### src/rtl/io_handshake_ctrl.sv
// io_handshake_ctrl
//   Stalls the PC on decoded IN/OUT instructions until the user presses the
//   insert button, then acknowledges with an insert pulse train.
//   IN  : captures the switch bank into in_data with a one-cycle in_valid strobe.
//   OUT : latches out_data onto display when the request is accepted.
//   Optional feature macro: IO_DEBOUNCE_EN adds a stable-level button filter.
// Ports
//   CLK, reset          clock, synchronous active-high reset
//   io_in_req/io_out_req decoder requests (IN has priority)
//   out_data            register value for OUT
//   switches            async switch bank, zero-extended into in_data
//   insert_btn          async raw push button
//   input_flag/output_flag  combinational PC stall flags
//   insert              registered acknowledge, INSERT_HOLD cycles high
//   in_data/in_valid    captured switches and write strobe
//   display             held OUT value
module io_handshake_ctrl #(
  parameter int DATA_W       = 16,
  parameter int INSERT_HOLD  = 6,
  parameter int DEBOUNCE_CYC = 4
) (
  input  logic              CLK,
  input  logic              reset,
  input  logic              io_in_req,
  input  logic              io_out_req,
  input  logic [31:0]       out_data,
  input  logic [DATA_W-1:0] switches,
  input  logic              insert_btn,
  output logic              input_flag,
  output logic              output_flag,
  output logic              insert,
  output logic [31:0]       in_data,
  output logic              in_valid,
  output logic [31:0]       display
);

  localparam int CW = (INSERT_HOLD > 1) ? $clog2(INSERT_HOLD) : 1;

  typedef enum logic [1:0] {IDLE, WAIT_IN, WAIT_OUT, ACK} state_t;

  state_t            state;
  logic              kind_in;   // 1: op in ACK is IN, 0: OUT
  logic [CW-1:0]     hold_cnt;

  // two-flop synchronisers for the button and the switch bank
  logic              btn_s1, btn_s2;
  logic [DATA_W-1:0] sw_s1, sw_s2;

  always_ff @(posedge CLK) begin
    if (reset) begin
      btn_s1 <= 1'b0;
      btn_s2 <= 1'b0;
      sw_s1  <= '0;
      sw_s2  <= '0;
    end else begin
      btn_s1 <= insert_btn;
      btn_s2 <= btn_s1;
      sw_s1  <= switches;
      sw_s2  <= sw_s1;
    end
  end

  logic btn_lvl;   // level seen by the edge detector
  logic btn_prev;
  logic press;

`ifdef IO_DEBOUNCE_EN
  localparam int DW = $clog2(DEBOUNCE_CYC + 1);
  logic          btn_filt;
  logic [DW-1:0] db_cnt;

  // filtered level follows btn_s2 only after DEBOUNCE_CYC consecutive
  // cycles of disagreement; any agreement restarts the count
  always_ff @(posedge CLK) begin
    if (reset) begin
      btn_filt <= 1'b0;
      db_cnt   <= '0;
    end else if (btn_s2 != btn_filt) begin
      if (db_cnt == DW'(DEBOUNCE_CYC - 1)) begin
        btn_filt <= btn_s2;
        db_cnt   <= '0;
      end else begin
        db_cnt   <= db_cnt + 1'b1;
      end
    end else begin
      db_cnt <= '0;
    end
  end

  assign btn_lvl = btn_filt;
`else
  assign btn_lvl = btn_s2;
`endif

  always_ff @(posedge CLK) begin
    if (reset) btn_prev <= 1'b0;
    else       btn_prev <= btn_lvl;
  end

  // a button already high when WAIT_* is entered produces no edge
  assign press = btn_lvl & ~btn_prev;

  always_ff @(posedge CLK) begin
    if (reset) begin
      state    <= IDLE;
      kind_in  <= 1'b0;
      hold_cnt <= '0;
      insert   <= 1'b0;
      in_valid <= 1'b0;
      in_data  <= '0;
      display  <= '0;
    end else begin
      in_valid <= 1'b0;
      case (state)
        IDLE: begin
          if (io_in_req) begin
            state   <= WAIT_IN;
            kind_in <= 1'b1;
          end else if (io_out_req) begin
            state   <= WAIT_OUT;
            kind_in <= 1'b0;
            display <= out_data;
          end
        end
        WAIT_IN: begin
          if (press) begin
            in_data  <= 32'(sw_s2);
            in_valid <= 1'b1;
            insert   <= 1'b1;
            hold_cnt <= '0;
            state    <= ACK;
          end
        end
        WAIT_OUT: begin
          if (press) begin
            insert   <= 1'b1;
            hold_cnt <= '0;
            state    <= ACK;
          end
        end
        ACK: begin
          if (hold_cnt == CW'(INSERT_HOLD - 1)) begin
            insert   <= 1'b0;
            hold_cnt <= '0;
            state    <= IDLE;
          end else begin
            hold_cnt <= hold_cnt + 1'b1;
          end
        end
        default: state <= IDLE;
      endcase
    end
  end

  // combinational so the PC stalls in the request cycle itself
  assign input_flag  = (state == IDLE && io_in_req) || (state == WAIT_IN) ||
                       (state == ACK && kind_in);
  assign output_flag = (state == IDLE && io_out_req && !io_in_req) ||
                       (state == WAIT_OUT) || (state == ACK && !kind_in);

endmodule

### config.mk
export PLATFORM = sky130hd
export DESIGN_NAME = io_handshake_ctrl
export DESIGN_NICKNAME = d
export VERILOG_FILES = /design/src/rtl/io_handshake_ctrl.sv
export SDC_FILE = /design/constraint.sdc
export NUM_CORES = 1
export LEC_CHECK = 0
export CAP_MARGIN = 20
export CORE_MARGIN = 1.5
export CORE_UTILIZATION = 44
export CTS_CLUSTER_DIAMETER = 40
export DETAILED_ROUTE_END_ITERATION = 7
export GPL_TIMING_DRIVEN = 0
export PLACE_DENSITY = 0.82
export SKIP_LAST_GASP = 1
export SLEW_MARGIN = 20
export SYNTH_ARGS = -nofsm -noshare
export SYNTH_HDL_FRONTEND = slang
export SYNTH_SLANG_ARGS = --single-unit
### constraint.sdc
create_clock -name CLK -period 2.1 [get_ports CLK]
set_input_delay 0.21 -clock CLK [delete_from_list [all_inputs] [get_ports CLK]]
set_output_delay 0.21 -clock CLK [all_outputs]
set_load 0.02 [all_outputs]
==> out/results.ini, run 1 <==
[outcome]
outcome=complete, no violations

[drt]
route.detailed.drc=0
dr.pass1.iters=5
drt-total-wl_um=6980
ant_nets=0
drtIter0Drc=49
vias_per_cell=4.46
num_vias=2615
wl_per_cell_um=11.9

[clock_network]
cts_tree=yes
post_cts_resized=8
clk_pin_slew_worst_paths_ps=100
root_buffer=clkbuf_8
cts_buffer_depth=2
clkSinkCount=91
numCtsBuffers=9
h-tree-depth=3
clock_latency_ps=350
post-cts-setup-buffer-count=0
hold_buffers=0

[final_layout]
antenna_cells=0
drive_gt1_share_pct=12.3
fin_cells=586
mostFrequentLayoutCells=clkdlybuf4s50_1, nand2_1, dfxtp_1
final_area_mm2=0.00470
final_common_cell=clkdlybuf4s50_1
final_core_util_pct=65.1
n_fill_cell=603
nets=540
syn_to_final_growth_pct=44.2

[logic_synthesis]
synth-edff-count=0
synth_cell_types=33
synth_async_sr_flop_share_pct=0
ys_seq_elements=91
synth.avg_cell_area_um2=9.20
syn_area_mm2=0.00326
syn_inst=354
ys_warn_count=0
ys.flop_type=dfxtp_1
seq_area_frac_synth_pct=55.9

[sta]
fin_hold_ws_ps=220
hold_viol_final=0
relSlewSlack_pct=66.1
fin_worst_skew_ps=10.9
rsz0062_at_grt=false
max_slew.worst_pin.slew_ps=508
report.final.slew_viol_count=0
finalCritPeriodShare_pct=93.2
setup_viol=0
fmax_ghz=0.511
layout_min_cycle_time_ps=1960

[floorplanning]
die_w_um=89.1
die_h_um=89.1
pin_count=121
std_cell_rows=31
coreArea_mm2=0.00721
initial_core_util_pct=45.2
dieArea_mm2=0.00793

[hold_path]
hold_class=input pin to flop

[critical_path]
critPathMaxFanout=7
crit_arrival_ps=1750
start_kind=flop
critPathKind=flop to output pin
endpoint_kind=output pin
cp_data_required_time_ps=1890

[run]
maxCapViolCount=0

[global_routing]
grt_antenna_before_repair=0
grt_pass1_vias=2282
grt_pass1_wl_um=10500
grt_use_total_pct=17.3
grt_max_degree=19
grt_overflow_total=0

[power_and_ir_drop]
cellLeakagePower_nw=1.82
clkPwrFrac_pct=29.5
p_sw_share_pct=30.7
p_seq_share_pct=45.6
p_per_area_mw_per_mm2=905
switching_power_mw=1.31
power_mw=4.25
p_int_mw=2.95
combPwrFrac_pct=24.9
vdd_ir_drop_max_mv=0.432

[placement]
io_buffers=103
placed_area_mm2=0.00447
dp_cells=571
dp_hpwl_um=5180
routabilityCongestion=0.802

[metrics by stage]
step	TNS, ps	setup WS [ps]
2_1_floorplan	0	448
3_3_place_gp	-200	-200
3_5_place_dp	-232	-232
4_1_cts	-62.3	-62.3
5_1_grt	0	63.8
6_report	0	143
[logic make-up (layout without fill, tap and decap cells)]
kind of cell | count (synthesis) | count (layout) | share of synthesized area (%)
compound gates | 63 | 63 | 11.8
fa+ha+maj | 5 | 5 | 1.92
buf+inv | 42 | 160 | 8.53
flops | 91 | 91 | 55.9
other cells | 1 | 16 | 0.115
simple gates | 152 | 152 | 21.8
[worst paths after layout]
path | from | end | slack [ps] | cells after the start
hold reg to reg | sw_s1[9] | sw_s2[9] | 440 | 1
setup reg to reg | state[0] | state[0] | 400 | 5
setup / recovery | state[0] | input_flag | 140 | 3
hold / removal | reset | sw_s1[8] | 220 | 3
[registers in the layout, indices dropped and copies added, names as in the netlist, 2 cells and up]
| signal | flops |
|---|---|
| display | 32 |
| in_data | 16 |
| state | 2 |
| sw_s1 | 16 |
| sw_s2 | 16 |
| hold_cnt | 3 |
[cell usage after synthesis, drive strengths merged (5+ instances only)]
cell type,n,area share (%)
buf,28,6.6
clkbuf,8,1.2
ha,5,1.9
nor2b,35,6.7
nand2,100,12
a21oi,51,7.8
inv,6,0.69
dfxtp,91,56
nor2,9,1.1
[worst max-delay path, cell delays in order, from the launching register on]
cell and delay (ps):
dfxtp_4 370, ha_1 300, a221o_1 400, dlygate4sd2_1 330
[final cells by class]
cell class	count	area (µm²)	area share, %
Timing Repair Buffer	103	1030	21.9
Multi-Input combinational cell	236	1230	26.2
Tap cell	99	124	2.64
Inverter	6	22.5	0.479
Buffer	35	250	5.33
Clock inverter	7	92.6	1.97
Sequential cell	91	1830	38.9
Clock buffer	9	124	2.64
[power by group through the flow]
stage	Clock [mW]	Sequential [mW]	Combinational [mW]
after floorplan	0	2.06	0.540
after global placement	0	1.96	1.01
after detailed placement	0	1.97	1.04
after CTS	1.27	1.93	1.06
after global routing	1.36	1.96	1.16
final	1.25	1.94	1.06
[metal layers]
metal / vias up / routed length, µm / track usage, %
met5: - / 0 / 0
met4: 0 / 144 / 8.25
met3: 14 / 259 / 2.40
met2: 71 / 3540 / 29.6
met1: 1171 / 3040 / 21.6
li1: 1359 / - / -
Power figures use the tool's default switching activity.
==> run 2: changes to the inputs <==
--- a/config.mk
+++ b/config.mk
@@ -7,11 +7,11 @@
 export LEC_CHECK = 0
 export CAP_MARGIN = 20
 export CORE_MARGIN = 1.5
-export CORE_UTILIZATION = 44
+export CORE_UTILIZATION = 45
 export CTS_CLUSTER_DIAMETER = 40
 export DETAILED_ROUTE_END_ITERATION = 7
 export GPL_TIMING_DRIVEN = 0
-export PLACE_DENSITY = 0.82
+export PLACE_DENSITY = 0.83
 export SKIP_LAST_GASP = 1
 export SLEW_MARGIN = 20
 export SYNTH_ARGS = -nofsm -noshare
==> constraint.sdc (replaced) <==
create_clock -name CLK -period 2.39 [get_ports CLK]
set_input_delay 0.239 -clock CLK [delete_from_list [all_inputs] [get_ports CLK]]
set_output_delay 0.239 -clock CLK [all_outputs]
set_load 0.02 [all_outputs]
==> out/results.ini, run 2 (same netlist as run 1, synthesis figures left out) <==
[final_layout]
final_area_mm2=0.00465  ; -1.0%
mostFrequentLayoutCells=clkdlybuf4s50_1, nand2_1, dfxtp_1
n_fill_cell=570  ; -5.5%
nets=541  ; +0.19%
largest_reg_flops=32  ; unchanged
syn_to_final_growth_pct=42.7
final_core_util_pct=67.3  ; +2.2 points
final_common_cell=clkdlybuf4s50_1
drive_gt1_share_pct=11.7  ; -0.64 points
antenna_cells=0  ; unchanged
regMostFlops=display

[placement]
io_buffers=103  ; unchanged
dp_hpwl_um=5320  ; +2.7%
placed_area_mm2=0.00447  ; about the same
routabilityCongestion=0.797  ; -0.65%

[clock_network]
clkSinkCount=91  ; unchanged
cts_tree=yes
hold_buffers=0  ; unchanged
clock_latency_ps=360  ; about the same
clk_pin_slew_worst_paths_ps=90  ; about the same
h-tree-depth=3  ; unchanged
root_buffer=clkbuf_8
cts_buffer_depth=2  ; unchanged
post-cts-setup-buffer-count=0  ; unchanged
numCtsBuffers=9  ; unchanged

[global_routing]
grt_antenna_before_repair=0  ; unchanged
grt_pass1_vias=2410  ; +5.6%
grt_overflow_total=0  ; unchanged
grt_use_total_pct=18.4  ; +1.1 points
grt_pass1_wl_um=10900  ; +3.5%
grt_max_degree=16  ; -3

[drt]
route.detailed.drc=0  ; unchanged
wl_per_cell_um=12.2  ; +2.1%
dr.pass1.iters=4  ; -1
num_vias=2646  ; +1.2%
ant_nets=0  ; unchanged
drt-total-wl_um=7110  ; +1.8%
vias_per_cell=4.53  ; +1.5%
drtIter0Drc=97  ; +98%

[hold_path]
hold_class=input pin to flop
min_from=reset
holdPathStages=3  ; unchanged

[sta]
fin_worst_skew_ps=10.4  ; -0.541 ps
relSlewSlack_pct=66.3  ; +0.14 points
fmax_ghz=0.447
max_slew.worst_pin.slew_ps=506  ; -2.14 ps
rsz0062_at_grt=false
report.final.slew_viol_count=0  ; unchanged
fin_hold_ws_ps=267  ; +46.9 ps
layout_min_cycle_time_ps=2240
setup-tns-final_ps=0  ; unchanged
setup_viol=0  ; unchanged
finalCritPeriodShare_pct=93.5
hold_viol_final=0  ; unchanged

[run]
maxCapViolCount=0  ; unchanged

[critical_path]
critPathKind=flop to output pin
path_depth=8  ; +5
critPathTopFamily=buffers and inverters
critical_path.cell_chain=inv_1 -> ha_2 -> nand2_1 -> or2_2 -> buf_2 -> buf_6 -> o211ai_1 -> buf_2
crit_start=state[1]
start_kind=flop
cp_data_required_time_ps=2150  ; +260 ps
path_buf_inv=4  ; +3
cpMaxStageDelayCell=dfxtp_1
rr_startpoint=state[0]
cp_common_cell=buf_2
cp_slowest_stage_delay_ps=360  ; -40 ps
r2r_cells=5  ; unchanged
crit_arrival_ps=2000  ; +250 ps
critPathMaxFanout=10  ; +3
endpoint_kind=output pin

[floorplanning]
die_w_um=88.1  ; -1.1%
die_h_um=88.1  ; -1.1%
dieArea_mm2=0.00776  ; -2.1%
std_cell_rows=30  ; -3.2%
coreArea_mm2=0.00691  ; -4.3%
initial_core_util_pct=47.2  ; +2.0 points
pin_count=121  ; unchanged

[outcome]
outcome=complete, no violations

[power_and_ir_drop]
power_mw=3.58  ; -16%
cellLeakagePower_nw=1.80  ; -0.92%
vdd_ir_drop_max_mv=0.363  ; -16%
p_per_area_mw_per_mm2=770  ; -15%

-- run 2: cell count changes in the layout (fill, tap and decap cells not counted), sizes merged --
cell           change
clkinvlp           +1
clkdlybuf4s50      +1
dlygate4sd2        -1
buf                +1
bufinv             -1
inv                -2
clkbuf             +2
-- run 2: repair_timing --
item | 4_1_cts | 5_1_grt
gates resized for setup | 3 | 2
endpoints found under the setup margin | 1 | 1
hold endpoints to repair | 0 | 0
pin swaps | 0 | 0
-- run 2: layout make-up --
cell class / count / area [µm²] / area share [%]
flip-flops and latches: 91 / 1820 / 39.2
multi-input cells: 236 / 1220 / 26.2
repair buffers: 103 / 1030 / 22.1
plain buffers: 36 / 255 / 5.49
clock buffers: 11 / 151 / 3.26
well taps: 96 / 120 / 2.58
clock inverters: 5 / 35.0 / 0.753
inverters: 6 / 22.5 / 0.484
-- run 2: through the flow --
| stage | cells | setup slack (ps) |
|---|---|---|
| finish | 584 | 154 |
| global route | 584 | 39.0 |
| CTS | 584 | 9.47 |
| detailed placement | 568 | 26.4 |
| global placement | 568 | 41.8 |
| floorplan | 369 | 709 |
-- run 2: power breakdown --
group | internal, mW | switching (mW)
sequential | 1.63 | 0.0641
combinational | 0.430 | 0.493
clock | 0.438 | 0.523
total | 2.50 | 1.08
-- run 2: final timing paths --
path / endpoint / slack (ps)
max: output_flag / 150
min: display[6] / 270
max reg2reg: state[1] / 600
min reg2reg: sw_s2[3] / 430
-- run 2: per-layer routing --
metal / wire (µm) / track usage (%) / up-vias
li1: - / - / 1355
met1: 2890 / 20.8 / 1206
met2: 3740 / 32.1 / 73
met3: 345 / 4.81 / 12
met4: 135 / 8.95 / 0
met5: 0 / 0 / -
-- run 2: worst reg2reg max path: cells and delay by family (launching register included) --
kind                       cells  cell delay, ps
and+or+nand+nor                1              80
DFF                            1             400
buffers and inverters          1             100
AOI/OAI and AO/OA              2             660
adders and majority gates      1             430
